==> src/rtl/featuremap_pad_writer_pkg.sv <==
// Shared definitions for the featuremap padding writer and the featuremap
// wrappers that sit around it.
//
// Contents:
//   STATE_*         3-bit encodings of the padding FSM states
//   pad_state_e     enum built on those encodings
//   FM_WORD_WIDTH   native pixel word width (IEEE-754 single)
//   FM_ZERO_WORD    all-zero padding word
//   is_emit_state   true for every state that writes to the downstream FIFO
//
// Configuration macro (consumed by featuremap_pad_writer):
//   FEATUREMAP_PAD_WRITER_RELU_EN  clamp negative pixels to zero on output

package featuremap_pad_writer_pkg;

    localparam logic [2:0] STATE_IDLE       = 3'd0;
    localparam logic [2:0] STATE_PAD_TOP    = 3'd1;
    localparam logic [2:0] STATE_PAD_LEFT   = 3'd2;
    localparam logic [2:0] STATE_PIXEL      = 3'd3;
    localparam logic [2:0] STATE_PAD_RIGHT  = 3'd4;
    localparam logic [2:0] STATE_PAD_BOTTOM = 3'd5;

    typedef enum logic [2:0] {
        PS_IDLE       = STATE_IDLE,
        PS_PAD_TOP    = STATE_PAD_TOP,
        PS_PAD_LEFT   = STATE_PAD_LEFT,
        PS_PIXEL      = STATE_PIXEL,
        PS_PAD_RIGHT  = STATE_PAD_RIGHT,
        PS_PAD_BOTTOM = STATE_PAD_BOTTOM
    } pad_state_e;

    localparam int                     FM_WORD_WIDTH = 32;
    localparam logic [FM_WORD_WIDTH-1:0] FM_ZERO_WORD  = '0;

    function automatic logic is_emit_state(input pad_state_e s);
        return s != PS_IDLE;
    endfunction

endpackage

==> src/rtl/pad_writer_buffer.sv <==
// Synchronous pixel FIFO that absorbs downstream stalls for the pad writer.
//
// Parameters:
//   DATA_WIDTH  word width
//   BUF_DEPTH   number of entries (power of two, at least 2)
// Ports:
//   clk, rst    rising-edge clock, asynchronous active-high reset
//   push        write request; accepted when not full, or when full but
//               a pop happens in the same cycle
//   data_in     word to write
//   pop         read request; ignored when empty
//   full/empty  fill status
//   head        oldest stored word (valid when !empty)

module pad_writer_buffer #(
    parameter int DATA_WIDTH = 32,
    parameter int BUF_DEPTH  = 64
) (
    input  logic                  clk,
    input  logic                  rst,
    input  logic                  push,
    input  logic [DATA_WIDTH-1:0] data_in,
    input  logic                  pop,
    output logic                  full,
    output logic                  empty,
    output logic [DATA_WIDTH-1:0] head
);

    localparam int PTR_W = $clog2(BUF_DEPTH);
    localparam logic [PTR_W:0] DEPTH_CNT = (PTR_W + 1)'(BUF_DEPTH);

    logic [DATA_WIDTH-1:0] mem [BUF_DEPTH];
    logic [PTR_W-1:0]      wr_ptr_q, wr_ptr_d;
    logic [PTR_W-1:0]      rd_ptr_q, rd_ptr_d;
    logic [PTR_W:0]        count_q, count_d;
    logic                  push_en;
    logic                  pop_en;

    assign full  = (count_q == DEPTH_CNT);
    assign empty = (count_q == '0);
    assign head  = mem[rd_ptr_q];

    // A pop on the same cycle frees the slot, so a full buffer can still
    // take a new word. Pointers wrap naturally because depth is a power of two.
    assign pop_en  = pop && !empty;
    assign push_en = push && (!full || pop_en);

    always_comb begin
        wr_ptr_d = wr_ptr_q;
        rd_ptr_d = rd_ptr_q;
        count_d  = count_q;
        if (push_en) begin
            wr_ptr_d = wr_ptr_q + 1'b1;
        end
        if (pop_en) begin
            rd_ptr_d = rd_ptr_q + 1'b1;
        end
        case ({push_en, pop_en})
            2'b10:   count_d = count_q + 1'b1;
            2'b01:   count_d = count_q - 1'b1;
            default: count_d = count_q;
        endcase
    end

    always_ff @(posedge clk or posedge rst) begin
        if (rst) begin
            wr_ptr_q <= '0;
            rd_ptr_q <= '0;
            count_q  <= '0;
        end else begin
            wr_ptr_q <= wr_ptr_d;
            rd_ptr_q <= rd_ptr_d;
            count_q  <= count_d;
        end
    end

    // Storage needs no reset: the pointers define which entries are live.
    always_ff @(posedge clk) begin
        if (push_en) begin
            mem[wr_ptr_q] <= data_in;
        end
    end

endmodule

==> src/rtl/featuremap_pad_writer.sv <==
// Writes an unpadded WIDTH x WIDTH pixel stream into the next layer's input
// FIFO as a zero-padded (WIDTH+2) x (WIDTH+2) raster in row-major order.
//
// Parameters:
//   DATA_WIDTH  pixel word width
//   WIDTH       unpadded feature-map side length
//   BUF_DEPTH   internal pixel buffer depth (power of two)
// Ports:
//   clk, rst    rising-edge clock, asynchronous active-high reset
//   valid_in    data_in carries a pixel this cycle (no upstream backpressure)
//   data_in     pixel word
//   fifo_full   downstream FIFO cannot take a write this cycle
//   wrreq       write strobe to downstream FIFO
//   data_out    word written when wrreq=1
//   frame_done  one-cycle pulse after the last padded word of a frame
//   overflow    sticky; a pixel arrived while the buffer was full
//
// Configuration macro:
//   FEATUREMAP_PAD_WRITER_RELU_EN  defined: pixels with the sign bit set
//   (including -0.0) are written as zero; padding is unaffected.

module featuremap_pad_writer
    import featuremap_pad_writer_pkg::*;
#(
    parameter int DATA_WIDTH = 32,
    parameter int WIDTH      = 56,
    parameter int BUF_DEPTH  = 64
) (
    input  logic                  clk,
    input  logic                  rst,
    input  logic                  valid_in,
    input  logic [DATA_WIDTH-1:0] data_in,
    input  logic                  fifo_full,
    output logic                  wrreq,
    output logic [DATA_WIDTH-1:0] data_out,
    output logic                  frame_done,
    output logic                  overflow
);

    localparam int                    CNT_W     = $clog2(WIDTH + 2);
    localparam logic [CNT_W-1:0]      LAST_IDX  = CNT_W'(WIDTH + 1);
    localparam logic [CNT_W-1:0]      PIX_LAST  = CNT_W'(WIDTH);
    localparam logic [CNT_W-1:0]      CNT_ONE   = CNT_W'(1);
    localparam logic [DATA_WIDTH-1:0] ZERO_WORD = DATA_WIDTH'(FM_ZERO_WORD);

    pad_state_e            state_q, state_d;
    logic [CNT_W-1:0]      row_q, row_d;
    logic [CNT_W-1:0]      col_q, col_d;
    logic                  frame_done_q, frame_done_d;
    logic                  overflow_q, overflow_d;

    logic                  buf_full;
    logic                  buf_empty;
    logic [DATA_WIDTH-1:0] buf_head;
    logic                  buf_pop;
    logic [DATA_WIDTH-1:0] pixel_word;

    pad_writer_buffer #(
        .DATA_WIDTH (DATA_WIDTH),
        .BUF_DEPTH  (BUF_DEPTH)
    ) u_buffer (
        .clk     (clk),
        .rst     (rst),
        .push    (valid_in),
        .data_in (data_in),
        .pop     (buf_pop),
        .full    (buf_full),
        .empty   (buf_empty),
        .head    (buf_head)
    );

    // Optional ReLU sits on the pop path so both builds share the same latency.
`ifdef FEATUREMAP_PAD_WRITER_RELU_EN
    assign pixel_word = buf_head[DATA_WIDTH-1] ? ZERO_WORD : buf_head;
`else
    assign pixel_word = buf_head;
`endif

    assign buf_pop    = wrreq && (state_q == PS_PIXEL);
    assign frame_done = frame_done_q;
    assign overflow   = overflow_q;

    // State register: FSM, raster counters and the two status flags.
    always_ff @(posedge clk or posedge rst) begin
        if (rst) begin
            state_q      <= PS_IDLE;
            row_q        <= '0;
            col_q        <= '0;
            frame_done_q <= 1'b0;
            overflow_q   <= 1'b0;
        end else begin
            state_q      <= state_d;
            row_q        <= row_d;
            col_q        <= col_d;
            frame_done_q <= frame_done_d;
            overflow_q   <= overflow_d;
        end
    end

    // Next-state logic. col tracks the padded raster column, so the left pad
    // is column 0, pixels are 1..WIDTH and the right pad is WIDTH+1. Nothing
    // advances unless a write fires, which makes every stall a clean hold.
    always_comb begin
        state_d      = state_q;
        row_d        = row_q;
        col_d        = col_q;
        frame_done_d = 1'b0;
        overflow_d   = overflow_q | (valid_in && buf_full && !buf_pop);

        case (state_q)
            PS_IDLE: begin
                if (!buf_empty) begin
                    state_d = PS_PAD_TOP;
                end
            end
            PS_PAD_TOP: begin
                if (wrreq) begin
                    if (col_q == LAST_IDX) begin
                        col_d   = '0;
                        row_d   = CNT_ONE;
                        state_d = PS_PAD_LEFT;
                    end else begin
                        col_d = col_q + CNT_ONE;
                    end
                end
            end
            PS_PAD_LEFT: begin
                if (wrreq) begin
                    col_d   = CNT_ONE;
                    state_d = PS_PIXEL;
                end
            end
            PS_PIXEL: begin
                if (wrreq) begin
                    col_d = col_q + CNT_ONE;
                    if (col_q == PIX_LAST) begin
                        state_d = PS_PAD_RIGHT;
                    end
                end
            end
            PS_PAD_RIGHT: begin
                if (wrreq) begin
                    col_d = '0;
                    if (row_q == PIX_LAST) begin
                        row_d   = LAST_IDX;
                        state_d = PS_PAD_BOTTOM;
                    end else begin
                        row_d   = row_q + CNT_ONE;
                        state_d = PS_PAD_LEFT;
                    end
                end
            end
            PS_PAD_BOTTOM: begin
                if (wrreq) begin
                    if (col_q == LAST_IDX) begin
                        col_d        = '0;
                        row_d        = '0;
                        state_d      = PS_IDLE;
                        frame_done_d = 1'b1;
                    end else begin
                        col_d = col_q + CNT_ONE;
                    end
                end
            end
            default: begin
                state_d = PS_IDLE;
                row_d   = '0;
                col_d   = '0;
            end
        endcase
    end

    // Output logic: purely combinational so fifo_full takes effect in the
    // same cycle. A pixel write needs a word at the buffer head.
    always_comb begin
        wrreq    = 1'b0;
        data_out = ZERO_WORD;
        if (is_emit_state(state_q) && !fifo_full) begin
            wrreq = (state_q != PS_PIXEL) || !buf_empty;
        end
        if ((state_q == PS_PIXEL) && !buf_empty) begin
            data_out = pixel_word;
        end
    end

endmodule

==> config.mk <==
export PLATFORM = sky130hd
export DESIGN_NAME = featuremap_pad_writer
export DESIGN_NICKNAME = d
export VERILOG_FILES = /design/src/rtl/featuremap_pad_writer_pkg.sv /design/src/rtl/pad_writer_buffer.sv /design/src/rtl/featuremap_pad_writer.sv
export SDC_FILE = /design/constraint.sdc
export NUM_CORES = 2
export LEC_CHECK = 0
export BUFFER_PORTS_ARGS = -buffer_cell sky130_fd_sc_hd__buf_2
export CAP_MARGIN = 0
export CORE_UTILIZATION = 55
export CTS_CLUSTER_DIAMETER = 100
export DETAILED_ROUTE_END_ITERATION = 10
export PLACE_DENSITY_LB_ADDON = 0.08
export SLEW_MARGIN = 20
export SYNTH_ARGS = -nofsm -noshare
export SYNTH_HDL_FRONTEND = slang
export SYNTH_SLANG_ARGS = --single-unit
export TNS_END_PERCENT = 20
==> constraint.sdc <==
create_clock -name clk -period 3.86 [get_ports clk]
set_input_delay 0.579 -clock clk [delete_from_list [all_inputs] [get_ports clk]]
set_output_delay 0.579 -clock clk [all_outputs]
set_load 0.05 [all_outputs]
After elaboration in Yosys (flattened, before gate mapping)
Memories as Yosys holds them, arrays and structs flattened.
Cells that the tools add are included.
W data, S select, Z words.

word-level totals
  input bits = 36
  flip-flop bits (word level) = 36
  output and inout bits = 35
  memories = 1
  RAM bits = 2048
  word-level logic and storage cells = 94

operators by class
  reductions and logical operators = 22
  bitwise gates (word level) = 3
  equality and inequality tests = 22
  multiplexer cells = 32
  add/subtract/negate cells = 6

memory list
  memory        depth  bits a word  read ports  clocked after memory_dff  wr ports  line                     text
  u_buffer.mem  64     32           1           0                         1         pad_writer_buffer.sv:32  logic [DATA_WIDTH-1:0] mem [BUF_DEPTH];

operators with widths
  cell                   number
  $mux W6                11
  $mux W32               1
  $mux W3                10
  $pmux W6 S5            1
  $add A6 B1 Y6 const B  4
  $pmux W6 S4            1
  $eq A6 B6 Y1 const B   3
  $pmux W3 S6            1
  $ne A2 B2 Y1 const B   8
  $pmux W7 S2            1
  $reduce_and A9 Y1      1
  $add A7 B1 Y7 const B  1
  $eq A7 B7 Y1 const B   1
  $logic_and A1 B1 Y1    7
  $logic_not A7 Y1       1
  $sub A7 B1 Y7 const B  1
  $eq A3 B2 Y1 const B   2
  $eq A3 B3 Y1 const B   2
  $mux W1                6
  $reduce_and A6 Y1      1
  $reduce_and A5 Y1      1
  $logic_not A1 Y1       4
  $ne A2 B1 Y1 const B   2
  $eq A3 B1 Y1 const B   1
  11 further kinds       13

Longest topological paths before layout
  word-level depth = 10
  depth in mapped cells = 10
  depth with buffers taken out = 8

Hierarchy
Synthesis repeated with hierarchy kept, for this count alone.

unflattened totals
  cell total of the unflattened synthesis = 3694
  area, all modules = 80906.3 µm²

modules (own cells, without submodules)
  module                 seq. area each (µm²)  area each (µm²)  times used  cells each
  pad_writer_buffer      61974.4               79470.0          1           3523
  featuremap_pad_writer  425.4                 1436.4           1           171

Least setup slack after synthesis
Ideal clock, no wire load.

  kind = in2reg
  start point = in fifo_full
  end point = mem u_buffer.mem[59][0], enable pin
  arrival time = 2881 ps
  path slack = 558 ps
  setup time = 421 ps
  stages = 5
  data required time = 3439 ps
  path buffers = 0
  cells stage by stage = and4bb_2 > o41ai_4 > nor2_1 > nand3_1 > nor2_1

between the ends
  cells in the longest elaborated chain, start to end = 9

ends and longest elaborated chain
  what                           line                          text
  start, declared                featuremap_pad_writer.sv:33   input logic fifo_full,
  $logic_not A1 Y1               featuremap_pad_writer.sv:178  if (is_emit_state(state_q) && !fifo_full) begin
  $logic_and A1 B1 Y1            featuremap_pad_writer.sv:178
  $mux W1                        featuremap_pad_writer.sv:178
  $logic_and A1 B1 Y1            featuremap_pad_writer.sv:79   assign buf_pop = wrreq && (state_q == PS_PIXEL);
  $logic_and A1 B1 Y1            pad_writer_buffer.sv:45       assign pop_en = pop && !empty;
  $logic_or A1 B1 Y1             pad_writer_buffer.sv:46       assign push_en = push && (!full || pop_en);
  $logic_and A1 B1 Y1            pad_writer_buffer.sv:46
  $mux W1                        pad_writer_buffer.sv:79       if (push_en) begin
  $mux W1 (implied by the code)  pad_writer_buffer.sv:80       mem[wr_ptr_q] <= data_in;
  end, declared                  pad_writer_buffer.sv:32

Every way passes these cells.

Worst setup path after layout
  start point = reg u_buffer.rd_ptr_q[0]
  end point = out data_out[16]

between the ends
  cells in the longest elaborated chain, start to end = 2

ends and longest elaborated chain
  what                    line                          text
  start, declared         pad_writer_buffer.sv:34       logic [PTR_W-1:0] rd_ptr_q, rd_ptr_d;
  start signal, assigned  pad_writer_buffer.sv:72       rd_ptr_q <= rd_ptr_d;
  $mem_v2 Z64 W32         n/a
  $mux W32                featuremap_pad_writer.sv:181  if ((state_q == PS_PIXEL) && !buf_empty) begin
  end, declared           featuremap_pad_writer.sv:35   output logic [DATA_WIDTH-1:0] data_out,

Every way passes these cells.

==> flow_summary.yaml <==
run_status:
  status: "complete, but fails checks"
  violations: "setup timing"
synthesis:
  syn_inst: 3549
  ys_warn_count: 0
  synth_area_leaders: "edfxtp_1 76%, mux4_2 14%, mux2i_1 1.9%"
  synth_compound_area_share_pct: 2.672
  synth_edf_count: 2048
  ys_seq_elements: 2084
  yosys.area.top_type: "edfxtp_1"
  synth-xor-area-share_pct: 0.1740
  synth.most_common_cell: "edfxtp_1"
  synth_fp_nets: 3593
  synthMuxAreaShare_pct: 16.81
  synth_ff_type: "edfxtp_1"
  yosys.area_share.simple_pct: 1.420
  synth_top_family_by_area: "multiplexers"
  yosys.cell_types.count: 70
  syn_avg_cell_area_um2: 22.69
  ys_top_cells_by_count: "2048 x edfxtp_1, 517 x mux4_2, 150 x mux2i_1, 85 x nand2_1, 79 x clkbuf_1"
  async_flop_share_pct: 1.727
  synth_top_cell_area_share_pct: 76.37
  yosysSeqAreaShare_pct: 77.49
  syn_area_um2: 80530
  synthAdderAreaFrac_pct: 0.1243
hold_path:
  hold_class: "in -> reg"
critical_path:
  worst-path-max-fanout: 8
  worst_path_most_repeated_cell: "buf_6"
  critPathTopFamily: "multiplexers"
  cp_data_arrival_time_ns: 3.65
  critPathRequiredTime_ns: 3.28
  cp-end-kind: "primary output"
  path_cells: "buf_6 -> buf_16 -> buf_16 -> mux4_2 -> mux4_2 -> o22ai_4 -> buf_6 -> a31oi_4 -> buf_6"
  crit_type: "reg -> out"
  critPathSlowestCell: "mux4_2"
  critical_path_buf_inv_count: 5
  slowest_delay_ns: 0.51
  cp-start-kind: "flop"
cells_and_area:
  final_nets: 3986
  drive_gt1_share_pct: 33.59
  area_growth_pct: 17.40
  fillCellCount: 9299
route:
  drt-initial-drc-count: 4488
  routed_wl_um: 211600
  vias: 40015
  antenna_left: 0
  vias_per_cell: 6.659
  wl_per_cell_um: 35.21
  drcViolationCount: 0
  drt_first_pass_iters: 6
timing:
  finalClockSkew_ns: 0.03048
  fmax_mhz: 236.6
  slew_headroom_pct: 23.90
  finalSetupViolCount: 32
  worst_pin_slew_ns: 1.139
  period_needed_ns: 4.226
  setup_tns_ns: -8.841
  whs_ns: 0.09496
  finalCritPeriodShare_pct: 109.5
  grt_setup_unrepaired: "true"
  slew_violations: 0
  setup_ws_ns: -0.3664
  hold_viol: 0
global_route:
  grt-ovfl-total: 0
  grt_pass1_vias: 40289
  grt_max_degree: 68
  grt_pass1_wl_um: 297900
  antenna_found_initial: 8
  grtUsageTotal_pct: 29.00
cts:
  cts_sinks: 2084
  clkTransAtPathRegs_ns: 0.07
  cts_max_level: 4
  insertion_delay_ns: 0.84
  root_buffer: "clkbuf_16"
  cts_tree: "done"
  cts.path.max_buffers: 3
  numCtsBuffers: 202
die:
  fp.dieW_um: 384.7
  core_area_um2: 145600
  die_y_um: 384.7
  pin_count: 71
  dieArea_um2: 148000
  initial_core_util_pct: 55.32
  num_rows: 140
placement:
  gp_congestion: 0.7994
  port_buffers: 70
  post-dp-hpwl_um: 118400
power_and_ir_drop:
  p_leak_nw: 30.09
  max-vdd-ir-drop_v: 0.0004288
  p_per_area_nw_per_um2: 704.4
flow_run:
  maxCapViolCount: 0
-- area by class of cell --
type / instances / area, um2 / share of cell area, %
sequential: 2084 / 62420 / 66.02
multi-input combinational: 1254 / 18120 / 19.17
clock buffer: 243 / 5230 / 5.532
timing repair buffer: 386 / 5199 / 5.499
tap: 1917 / 2399 / 2.537
clock inverter: 109 / 1119 / 1.183
inverter: 14 / 52.55 / 0.05559
antenna: 2 / 5.005 / 0.005294
-- metrics by stage --
stage	total power, W	cells	cell area (um2)	utilization (%)	setup WS, ns
2_1_floorplan	0.03908	3549	80530	-	0.5577
5_1_grt	0.06876	6007	94530	64.94	-0.4198
3_3_place_gp	0.04483	5581	85710	58.88	-0.1957
4_1_cts	0.06643	5993	94020	64.59	-0.4020
6_report	0.06660	6009	94540	64.95	-0.3664
3_5_place_dp	0.04516	5584	85790	58.94	-0.1860
-- cells by family (layout without fill, tap and decap cells) --
group,Yosys count,count (layout)
other,0,2
buffers and inverters,211,752
AND/OR/NAND/NOR,244,244
XOR/XNOR,16,16
flip-flops,2084,2084
multiplexers,702,702
adder cells (fa/ha/maj),8,8
AO/OA/AOI/OAI,284,284
-- registers in the layout, summed over array words and instances (netlist names) --
register,count
u_buffer.count_q,7
col_q,6
u_buffer.mem,2048
overflow,1
frame_done,1
row_q,6
u_buffer.rd_ptr_q,6
state_q,3
u_buffer.wr_ptr_q,6
-- power by group --
group	internal, W	total (W)	switching [W]
combinational	0.0103	0.0214	0.0111
sequential	0.0258	0.0262	0.000434
clock	0.0107	0.0190	0.00834
-- layout by cell type (no fill, tap or decap), drive strengths merged, types with 8 or more instances in the layout --
cell	count
a21oi	9
inv	20
a31oi	34
clkbuf	248
dfrtp	36
bufinv	15
clkinvlp	8
nand2	88
or3	8
mux2	35
mux4	517
xnor2	11
o22ai	62
nor2	73
buf	374
nor2b	12
nand3	15
o221ai	58
a211o	36
ha	8
o211ai	24
edfxtp	2048
nor3	10
o21ai	18
mux2i	150
nand4	8
clkinv	80
-- worst paths after layout --
check	slack [ns]	from	cells past startpoint	to
setup / recovery	-0.37	u_buffer.rd_ptr_q[0]$_DFFE_PP0N_	9	data_out[16]
hold / removal	0.09	fifo_full	3	frame_done$_DFF_PP0_
setup reg to reg	0.50	u_buffer.count_q[0]$_DFFE_PP0P_	7	u_buffer.mem[39][1]$_DFFE_PP_
hold reg to reg	0.53	u_buffer.count_q[5]$_DFFE_PP0P_	1	u_buffer.count_q[5]$_DFFE_PP0P_
max in group asynchronous	2.93	rst	4	u_buffer.rd_ptr_q[0]$_DFFE_PP0N_
min in group asynchronous	0.44	rst	4	row_q[5]$_DFFE_PP0P_
-- worst register-to-register path: stages (launching register included) --
cell	delay, ns
dfrtp_1	0.51
or2_1	0.36
o41a_1	0.45
nand4_1	0.19
buf_4	0.22
buf_4	0.18
nor2_4	0.74
buf_4	0.39
-- what timing repair did --
action,CTS,global route
endpoints found under the hold margin,36,0
endpoints found under the setup margin,32,32
hold buffers,1,0
pin swaps,19,22
resized for setup,184,60
setup buffers,32,11
gates cloned,24,5
-- routing by layer --
metal	wire (um)	GRT usage (%)	part of all wire, %	up-vias
met3	16830	4.789	8.0	300
met5	24	0	0.011	-
li1	-	-	-	16030
met2	105400	47.20	50	1895
met1	85220	41.66	40	21786
met4	4121	6.775	1.9	4
(Power assumes the default switching activity.)
